## src/rtl/rv32_pkg.sv

```systemverilog
// rtl/rv32_pkg.sv - shared RV32 ALU op encoding and M-extension unit types
package rv32_pkg;

  typedef enum logic [4:0] {
    ALU_ADD    = 5'd0,
    ALU_SUB    = 5'd1,
    ALU_SLL    = 5'd2,
    ALU_SLT    = 5'd3,
    ALU_SLTU   = 5'd4,
    ALU_XOR    = 5'd5,
    ALU_SRL    = 5'd6,
    ALU_SRA    = 5'd7,
    ALU_OR     = 5'd8,
    ALU_AND    = 5'd9,
    ALU_MUL    = 5'd10,
    ALU_MULH   = 5'd11,
    ALU_MULHU  = 5'd12,
    ALU_MULHSU = 5'd13,
    ALU_DIV    = 5'd14,
    ALU_DIVU   = 5'd15,
    ALU_REM    = 5'd16,
    ALU_REMU   = 5'd17,
    ALU_LUI    = 5'd18
  } aluop_e;

  localparam logic [4:0] MUL_OPS_LO = 5'd10;
  localparam logic [4:0] MUL_OPS_HI = 5'd13;
  localparam logic [4:0] DIV_OPS_LO = 5'd14;
  localparam logic [4:0] DIV_OPS_HI = 5'd17;

  typedef enum logic [1:0] {
    IDLE,
    MUL_RUN,
    DIV_RUN
  } muldiv_state_e;

  function automatic logic is_mul_op(input logic [4:0] op);
    return (op >= MUL_OPS_LO) && (op <= MUL_OPS_HI);
  endfunction

  function automatic logic is_div_op(input logic [4:0] op);
    return (op >= DIV_OPS_LO) && (op <= DIV_OPS_HI);
  endfunction

endpackage

```

## src/rtl/muldiv_div_step.sv

```systemverilog
// rtl/muldiv_div_step.sv - combinational N-bit restoring division step
// Dividend bits are consumed MSB-first from quot_in; quotient bits shift in at the LSB.
module muldiv_div_step #(
  parameter int N  = 4,
  parameter int QW = 40
) (
  input  logic [31:0]   rem_in,
  input  logic [QW-1:0] quot_in,
  input  logic [31:0]   divisor,
  output logic [31:0]   rem_out,
  output logic [QW-1:0] quot_out
);

  logic [32:0]   r;
  logic [QW-1:0] q;

  always_comb begin
    r = {1'b0, rem_in};
    q = quot_in;
    for (int i = 0; i < N; i++) begin
      r = {r[31:0], q[QW-1]};
      q = {q[QW-2:0], 1'b0};
      if (r >= {1'b0, divisor}) begin
        r    = r - {1'b0, divisor};
        q[0] = 1'b1;
      end
    end
    rem_out  = r[31:0];
    quot_out = q;
  end

endmodule

```

## src/rtl/muldiv_unit.sv

```systemverilog
// rtl/muldiv_unit.sv - multi-cycle RV32M multiply/divide execute unit
// MULDIV_SVA_EN compiles in embedded protocol and latency assertions.
module muldiv_unit
  import rv32_pkg::*;
#(
  parameter int MUL_LAT = 3,
  parameter int DIV_LAT = 11
) (
  input  logic        clk,
  input  logic        reset,
  input  logic        start,
  input  logic [4:0]  aluop,
  input  logic [31:0] opA,
  input  logic [31:0] opB,
  input  logic        flush,
  output logic        busy,
  output logic        done,
  output logic [31:0] result
);

  // Cycle 0 of a divide prepares magnitudes; the remaining DIV_LAT-1 cycles each retire DIV_N bits.
  localparam int DIV_STEPS = DIV_LAT - 1;
  localparam int DIV_N     = (32 + DIV_STEPS - 1) / DIV_STEPS;
  localparam int DIV_QW    = DIV_STEPS * DIV_N;

  localparam logic [5:0] MUL_LAST = 6'(MUL_LAT - 1);
  localparam logic [5:0] DIV_LAST = 6'(DIV_LAT - 1);

  muldiv_state_e     state;
  logic [5:0]        cnt;
  aluop_e            op_q;
  logic [31:0]       opa_q;
  logic [31:0]       opb_q;
  logic [31:0]       divisor_q;
  logic [31:0]       rem_q;
  logic [DIV_QW-1:0] quot_q;

  logic              accept;
  logic              a_sgn;
  logic              b_sgn;
  logic signed [32:0] a33;
  logic signed [32:0] b33;
  logic [63:0]       prod;
  logic [31:0]       mul_res;

  logic              signed_div;
  logic              sign_a;
  logic              sign_b;
  logic [31:0]       mag_a;
  logic [31:0]       mag_b;
  logic              div_zero;
  logic [31:0]       step_rem;
  logic [DIV_QW-1:0] step_quot;
  logic [31:0]       q_fin;
  logic [31:0]       div_res;

  assign accept = start & ~busy & (is_mul_op(aluop) | is_div_op(aluop)) & ~flush;

  assign a_sgn   = (op_q == ALU_MULH) || (op_q == ALU_MULHSU);
  assign b_sgn   = (op_q == ALU_MULH);
  assign a33     = {a_sgn & opa_q[31], opa_q};
  assign b33     = {b_sgn & opb_q[31], opb_q};
  assign prod    = 64'(a33 * b33);
  assign mul_res = (op_q == ALU_MUL) ? prod[31:0] : prod[63:32];

  assign signed_div = (op_q == ALU_DIV) || (op_q == ALU_REM);
  assign sign_a     = signed_div & opa_q[31];
  assign sign_b     = signed_div & opb_q[31];
  assign mag_a      = sign_a ? -opa_q : opa_q;
  assign mag_b      = sign_b ? -opb_q : opb_q;
  assign div_zero   = (opb_q == 32'd0);

  muldiv_div_step #(
    .N  (DIV_N),
    .QW (DIV_QW)
  ) u_div_step (
    .rem_in   (rem_q),
    .quot_in  (quot_q),
    .divisor  (divisor_q),
    .rem_out  (step_rem),
    .quot_out (step_quot)
  );

  assign q_fin = step_quot[31:0];

  // Sign fix-up on the last step's output; overflow falls out of the magnitude path naturally.
  always_comb begin
    div_res = 32'd0;
    case (op_q)
      ALU_DIV:  div_res = div_zero ? 32'hFFFF_FFFF : ((sign_a ^ sign_b) ? -q_fin : q_fin);
      ALU_DIVU: div_res = div_zero ? 32'hFFFF_FFFF : q_fin;
      ALU_REM:  div_res = div_zero ? opa_q : (sign_a ? -step_rem : step_rem);
      ALU_REMU: div_res = div_zero ? opa_q : step_rem;
      default:  div_res = 32'd0;
    endcase
  end

  always_ff @(posedge clk) begin
    if (reset) begin
      state     <= IDLE;
      cnt       <= 6'd0;
      op_q      <= ALU_ADD;
      opa_q     <= 32'd0;
      opb_q     <= 32'd0;
      divisor_q <= 32'd0;
      rem_q     <= 32'd0;
      quot_q    <= '0;
      busy      <= 1'b0;
      done      <= 1'b0;
      result    <= 32'd0;
    end else begin
      done <= 1'b0;
      case (state)
        IDLE: begin
          if (accept) begin
            op_q  <= aluop_e'(aluop);
            opa_q <= opA;
            opb_q <= opB;
            cnt   <= 6'd0;
            busy  <= 1'b1;
            state <= is_mul_op(aluop) ? MUL_RUN : DIV_RUN;
          end
        end
        MUL_RUN: begin
          if (flush) begin
            busy  <= 1'b0;
            state <= IDLE;
          end else if (cnt == MUL_LAST) begin
            result <= mul_res;
            done   <= 1'b1;
            busy   <= 1'b0;
            state  <= IDLE;
          end else begin
            cnt <= cnt + 6'd1;
          end
        end
        DIV_RUN: begin
          if (flush) begin
            busy  <= 1'b0;
            state <= IDLE;
          end else if (cnt == 6'd0) begin
            divisor_q <= mag_b;
            quot_q    <= DIV_QW'(mag_a);
            rem_q     <= 32'd0;
            cnt       <= 6'd1;
          end else begin
            rem_q  <= step_rem;
            quot_q <= step_quot;
            if (cnt == DIV_LAST) begin
              result <= div_res;
              done   <= 1'b1;
              busy   <= 1'b0;
              state  <= IDLE;
            end else begin
              cnt <= cnt + 6'd1;
            end
          end
        end
        default: begin
          busy  <= 1'b0;
          state <= IDLE;
        end
      endcase
    end
  end

`ifdef MULDIV_SVA_EN
  if (MUL_LAT < 1 || MUL_LAT > 8) begin : g_mul_lat_chk
    $error("muldiv_unit: MUL_LAT out of range 1..8");
  end
  if (DIV_LAT < 3 || DIV_LAT > 33) begin : g_div_lat_chk
    $error("muldiv_unit: DIV_LAT out of range 3..33");
  end

  a_no_start_busy: assert property (@(posedge clk) disable iff (reset) !(start && busy))
    else $error("muldiv_unit: start asserted while busy");

  a_done_pulse: assert property (@(posedge clk) disable iff (reset) done |=> !done)
    else $error("muldiv_unit: done held longer than one cycle");

  a_mul_busy: assert property (@(posedge clk) disable iff (reset || flush)
    (accept && is_mul_op(aluop)) |=> busy [*MUL_LAT] ##1 !busy)
    else $error("muldiv_unit: multiply busy length wrong");

  a_div_busy: assert property (@(posedge clk) disable iff (reset || flush)
    (accept && is_div_op(aluop)) |=> busy [*DIV_LAT] ##1 !busy)
    else $error("muldiv_unit: divide busy length wrong");
`else
`endif

endmodule

```

## config.mk

```make
export PLATFORM = sky130hd
export DESIGN_NAME = muldiv_unit
export DESIGN_NICKNAME = d
export VERILOG_FILES = /design/src/rtl/rv32_pkg.sv /design/src/rtl/muldiv_div_step.sv /design/src/rtl/muldiv_unit.sv
export SDC_FILE = /design/constraint.sdc
export NUM_CORES = 2
export LEC_CHECK = 0
export ABC_AREA = 1
export CELL_PAD_IN_SITES_DETAIL_PLACEMENT = 0
export CELL_PAD_IN_SITES_GLOBAL_PLACEMENT = 1
export CORE_UTILIZATION = 35
export CTS_CLUSTER_DIAMETER = 120
export DETAILED_ROUTE_END_ITERATION = 10
export PLACE_DENSITY = 0.74
export SKIP_CTS_REPAIR_TIMING = 1
export SLEW_MARGIN = 20
export SYNTH_ARGS = -nofsm -noshare
export SYNTH_HDL_FRONTEND = slang
export SYNTH_SLANG_ARGS = --single-unit
```

## constraint.sdc

```tcl
create_clock -name clk -period 13.2 [get_ports clk]
set_input_delay 1.32 -clock clk [delete_from_list [all_inputs] [get_ports clk]]
set_output_delay 1.32 -clock clk [all_outputs]
set_load 0.01 [all_outputs]
```

* Word level (Yosys, flattened, before mapping)
Index checks and enable logic that the tools add are counted.
Widths: inputs -> output; s select.
** Word-level totals
- Logic and storage cells :: 131
- Bits of input ports :: 73
- Register bits :: 215
- Bits in read-only memories :: 0
- Bits in writable memories :: 0
- Memories kept :: 0
- Output and inout bits :: 34
- Bits in latches :: 0
** Operators by class
- Equality and inequality tests :: 22
- Add/subtract/negate cells :: 9
- Magnitude comparators :: 8
- Reductions and logical operators :: 15
- Multiplexer cells :: 54
- $mul :: 1
- Div/mod/pow operators :: 0
- Shift operators :: 0
- Bitwise logic cells :: 11
** Operators with widths (count)
- $mux 32 :: 19
- $ge 33x32->1 :: 4
- $neg 32->32 :: 4
- $pmux 32 s4 :: 1
- $sub 32x32->32 :: 4
- $mul 33x33->64 :: 1
- $pmux 32 s2 :: 1
- $mux 40 :: 1
- $mux 6 :: 6
- $logic_not 32->1 :: 1
- $eq 5x4->1 const B :: 5
- $pmux 6 s3 :: 1
- $mux 1 :: 15
- $mux 2 :: 7
- $ne 2x2->1 const B :: 7
- $ne 3x3->1 const B :: 4
- $reduce_and 6->1 :: 2
- $eq 5x5->1 const B :: 2
- $ge 5x4->1 const B :: 2
- $and 1x1->1 :: 7
- $add 6x1->6 const B :: 1
- $eq 6x2->1 const B :: 1
- $eq 6x4->1 const B :: 1
- $logic_not 6->1 :: 1
- 18 further kinds :: 22

* Depth between registers and ports, before layout
- Word-level depth :: 16
- Mapped depth :: 79
- Gate-level depth less buffers :: 75

* Modules after synthesis
From an unflattened synthesis, not the netlist that was laid out.
** Unflattened totals
- Cell total of the unflattened synthesis :: 8998
- Area total of the unflattened synthesis :: 62880.3 sq um
** Modules (own cells, without submodules)
- muldiv_unit :: cells an instance 7233, area an instance 53374.9 sq um, instances 1, sequential area each 4304.1 sq um
- muldiv_div_step :: cells an instance 1765, area an instance 9505.4 sq um, instances 1, sequential area each 0.0 sq um

* Worst setup path before layout
OpenSTA, ideal clock, no wires.
- Kind :: reg-to-reg
- From :: register divisor_q[14]
- To :: register result[22]
- Clock period less this slack :: 9.421 ns
- Path slack :: 3.779 ns
- Arrival :: 9.351 ns
- Required time :: 13.130 ns
- Setup time :: 0.070 ns
- Cell stages (with the launch flop) :: 76
- Buffers on the path :: 6
- Cells stage by stage :: dfxtp_1 > inv_1 > ha_1 > nand2_2 > nor2_4 > inv_2 > nor2_4 > inv_2 > nor2_2 > nand3_2 > nand4_4 > inv_2 > buf_2 > buf_2 > or2_2 > o21ai_0 > inv_1 > ha_1 > [40 not listed] > buf_6 > inv_2 > ha_1 > inv_1 > nor3_4 > nand2_2 > nor3_2 > nand2_1 > o21ai_2 > o21ai_2 > inv_2 > o21ai_1 > nand3_1 > nand2_1 > o21a_1 > nand2_1 > nand2_1 > a21oi_1
** On the way
- Cells in the longest elaborated chain, start to end :: 16
- Elaborated cells between the ends (all ways) :: 28
- Classes of those cells :: add/sub: 6; order compare: 4; mux: 18
** Ends and longest elaborated chain
- start, declared :: line muldiv_unit.sv:34 : logic [31:0] divisor_q;
- start signal, assigned :: line muldiv_unit.sv:142 : divisor_q <= mag_b;
- $sub 32x32->32 / $ge 33x32->1 (equally long branches) :: line muldiv_div_step.sv:24, muldiv_div_step.sv:23
- $mux 32 :: line muldiv_div_step.sv:23 : if (r >= {1'b0, divisor}) begin
- $sub 32x32->32 / $ge 33x32->1 (equally long branches) :: line muldiv_div_step.sv:24, muldiv_div_step.sv:23
- $mux 32 :: line muldiv_div_step.sv:23
- $sub 32x32->32 / $ge 33x32->1 (equally long branches) :: line muldiv_div_step.sv:24, muldiv_div_step.sv:23
- $mux 32 :: line muldiv_div_step.sv:23
- $sub 32x32->32 / $ge 33x32->1 (equally long branches) :: line muldiv_div_step.sv:24, muldiv_div_step.sv:23
- $mux 32 / $mux 1 (equally long branches) :: line muldiv_div_step.sv:23
- $neg 32->32 (on tied branches) :: line muldiv_unit.sv:92, muldiv_unit.sv:90
- $mux 32 (on tied branches) (2 in series) :: line muldiv_unit.sv:92, muldiv_unit.sv:90
- $pmux 32 s4 (*) :: line muldiv_unit.sv:89 : case (op_q)
- $mux 32 (*) :: line muldiv_unit.sv:149 : if (cnt == DIV_LAST) begin
- $mux 32 (*) :: line muldiv_unit.sv:141 : end else if (cnt == 6'd0) begin
- $mux 32 (*) :: line muldiv_unit.sv:138 : if (flush) begin
- $pmux 32 s2 (*) :: line muldiv_unit.sv:113 : case (state)
- end signal, assigned :: line muldiv_unit.sv:129 : result <= mul_res;
- end signal, assigned :: line muldiv_unit.sv:150 : result <= div_res;
- end, declared :: line muldiv_unit.sv:18 : output logic [31:0] result
Every way passes the cells marked *; elsewhere a longest branch is shown, timed or not. The select of a mux whose other input is x is not followed.
A chain may end at the register's enable or synchronous reset.

* Worst setup path after layout
- From :: register divisor_q[10]
- To :: register result[28]
The elaborated chain is that of the path after synthesis.

==> flow_summary_export.csv <==
group,metric,value,unit
run_status,outcome,"completed",
clock_tree,htreeDepth,1,
clock_tree,worstSkewPairLatency,630,ps
synthesis,synth_edf_count,0,
final_layout,fin_nets,9614,
synthesis,synth_top_area_share,37.8,%
synthesis,synthCells,8177,
sta,tns,0,ps
drt,wl_met1,107000,microns
worst_setup_path,worstPathArrival,12780,ps
final_layout,utilization,38.0,%
worst_setup_path,crit_slowest_cell,"a21oi_1",
synthesis,ys_ff_latch,215,
placement,dp.cells,10200,
sta,final.period_utilization,93.0,%
placement,gp_congestion,1.01,
floorplanning,die_h,415,microns
drt,dr_wl_met2,123000,microns
floorplanning,die_w,415,microns
worst_setup_path,crit_path_max_fanout,29,
drt,detail-route-antenna-nets,0,
synthesis,synth_nets,9730,
sta,fin_skew,26.2,ps
clock_tree,clkSinkCount,215,
synthesis,ys.flop_type,"dfxtp_1",
sta,fmax,81.5,MHz
floorplanning,io_pins,107,
synthesis,synth.distinct_cells,66,
global_routing,grt_start_max_net_pins,88,
sta,hold_viol,0,
synthesis,ys_warn_count,0,
global_routing,track_usage,30.8,%
drt,drt-pass1-iter-count,6,
sta,final.min_clock_period,12270,ps
drt,via_per_inst,5.37,
worst_setup_path,path_buf_inv,7,
run,max_cap_viol_count,0,
floorplanning,core_area,169000,sq um
synthesis,ys_seq_area_share,7.19,%
drt,drtIter0Drc,5532,
synthesis,syn_avg_cell_area,7.32,sq um
synthesis,async_flop_share,0,%
clock_tree,root_buffer,"clkbuf_16",
floorplanning,dieArea,173000,sq um
placement,port_buffers,106,
floorplanning,row_count,151,
synthesis,netlist_area,59800,sq um
sta,setup_viol,0,
sta,whs,459,ps
worst_setup_path,crit_required,13710,ps
clock_tree,path_clk_slew,70,ps
drt,top_layer_used,"met5",
floorplanning,start_util,35.3,%
hold_path,min_path_type,"reg -> reg",
final_layout,synthToLayoutAreaGrowth,7.68,%
worst_setup_path,critPathKind,"reg -> reg",
sta,worst_slew_pin_slew,1250,ps
sta,rsz0062_at_grt,"no",
final_layout,fin_cells,10300,
final_layout,drive_gt1_share,5.02,%
sta,slew_viol_final,0,
global_routing,grt_pass1_vias,57000,
drt,num_vias,55300,
clock_tree,clockBufferDepth,3,
drt,wl_per_cell,25.9,microns
worst_setup_path,max_stage_delay,480,ps
worst_setup_path,cp_common_cell,"nand2_1",
clock_tree,cts_made_buffers,28,
sta,maxSlewHeadroom,16.0,%
global_routing,antenna_found_initial,12,
placement,dp_hpwl,216000,microns
worst_setup_path,cp-end-kind,"flop",
synthesis,yosysTopAreaCell,"fa_1",
global_routing,overflow,0,
global_routing,grt_first_pass_wirelength,390000,microns
synthesis,synth.top_cells.by_area,"fa_1, nand2_1, inv_1",
drt,remaining_drc_errors,0,
drt,drt_wl_total,267000,microns
clock_tree,cts_tree,"yes",
worst_setup_path,cpLargestDelayFamily,"compound AO/OA/AOI/OAI gates",
worst_setup_path,startpoint_type,"flop",
drt,detailroute.wirelength.met3,19300,microns
==> layout by cell type, fill, tap and decap left out, types with 11 or more instances in the layout <==
cell type	n
o211ai_1	43
a21o_1	18
xnor2_1	80
inv_2	22
o21bai_1	24
nand3_1	210
dfxtp_2	37
nand2_2	41
a31oi_1	44
nand2_1	2084
o21ai_2	11
nor3_1	63
buf_4	158
clkbuf_16	29
nand3_2	13
dfxtp_1	178
o21ai_0	381
nor2_1	367
nor2_2	17
ha_1	351
fa_1	1128
nand4_1	63
a21oi_1	531
o21a_1	18
or2_2	16
inv_1	1735
nand3b_1	18
xor2_1	115
clkdlybuf4s50_1	105
nor4_1	23
o21ai_1	23
==> per-stage QoR <==
stage               worst slack (ps)  area, sq um
finish                           929        64400
global placement                1130        63400
CTS                             1130        64400
detailed placement              1160        63400
floorplan                       3780        59800
global route                     118        64400
==> layout make-up <==
type	instances	area, sq um
clock buffer	34	764
fill	17800	105000
inverter	1761	6610
multi-input combinational	5789	47300
tap	2218	2780
antenna	6	15.0
sequential	215	4350
clock inverter	17	270
timing repair buffer	266	2300
==> layer usage <==
| metal | vias to the layer above | track usage, % |
|---|---|---|
| met2 | 2337 | 50.3 |
| met3 | 566 | 4.05 |
| met4 | 8 | 16.8 |
| met1 | 27900 | 39.4 |
| met5 | - | 0 |
| li1 | 24500 | - |
==> final timing paths <==
kind	endpoint	startpoint	slack (ps)	cells after the start
worst max-delay path	result[28]$_SDFFE_PP0P_	divisor_q[10]$_SDFFE_PP0P_	930	62
worst min-delay path	quot_q[39]$_SDFFE_PP0P_	quot_q[35]$_SDFFE_PP0P_	460	2
worst max register to register	result[28]$_SDFFE_PP0P_	divisor_q[10]$_SDFFE_PP0P_	930	62
worst min register to register	quot_q[39]$_SDFFE_PP0P_	quot_q[35]$_SDFFE_PP0P_	460	2
==> worst reg2reg max path, delay by kind of cell (launching register included) <==
family          cells  cell delay, ps
compound gates     19            4510
xor+xnor            1             120
fa+ha+maj           5            1750
buf+inv             7            1300
simple gates       30            4170
flops               1             310
==> cell families (layout without fill, tap and decap cells) <==
logic type	after synthesis	count (layout)	synth area share [%]
other cells	0	6	0
compound gates	1161	1161	10.7
xor+xnor	197	197	2.88
flops	215	215	7.19
buf+inv	2173	2078	13.8
fa+ha+maj	1480	1480	45.1
simple gates	2951	2951	20.3
==> cells in the mapped netlist, types with 23 or more instances <==
library cell and count:
dfxtp_1 215, nand4_1 63, nand2_2 40, ha_1 351
clkbuf_1 326, xor2_1 117, nand3_1 212, nand2_1 2085
nor3_1 65, a31oi_1 44, o21bai_1 24, fa_1 1129
nor2_1 373, xnor2_1 80, o21ai_0 382, a21oi_1 531
nor4_1 23, o211ai_1 43, buf_1 58, inv_1 1738
==> sequential cells by signal (all words and copies together) (netlist names), 2 cells and up <==
signal,count
rem_q,32
divisor_q,32
result,32
state,2
quot_q,40
opa_q,32
opb_q,32
op_q,5
cnt,6
Power is left out: the tool's default activity adds up to more than one toggle a clock period on the data nets, which glitch-free logic cannot reach.
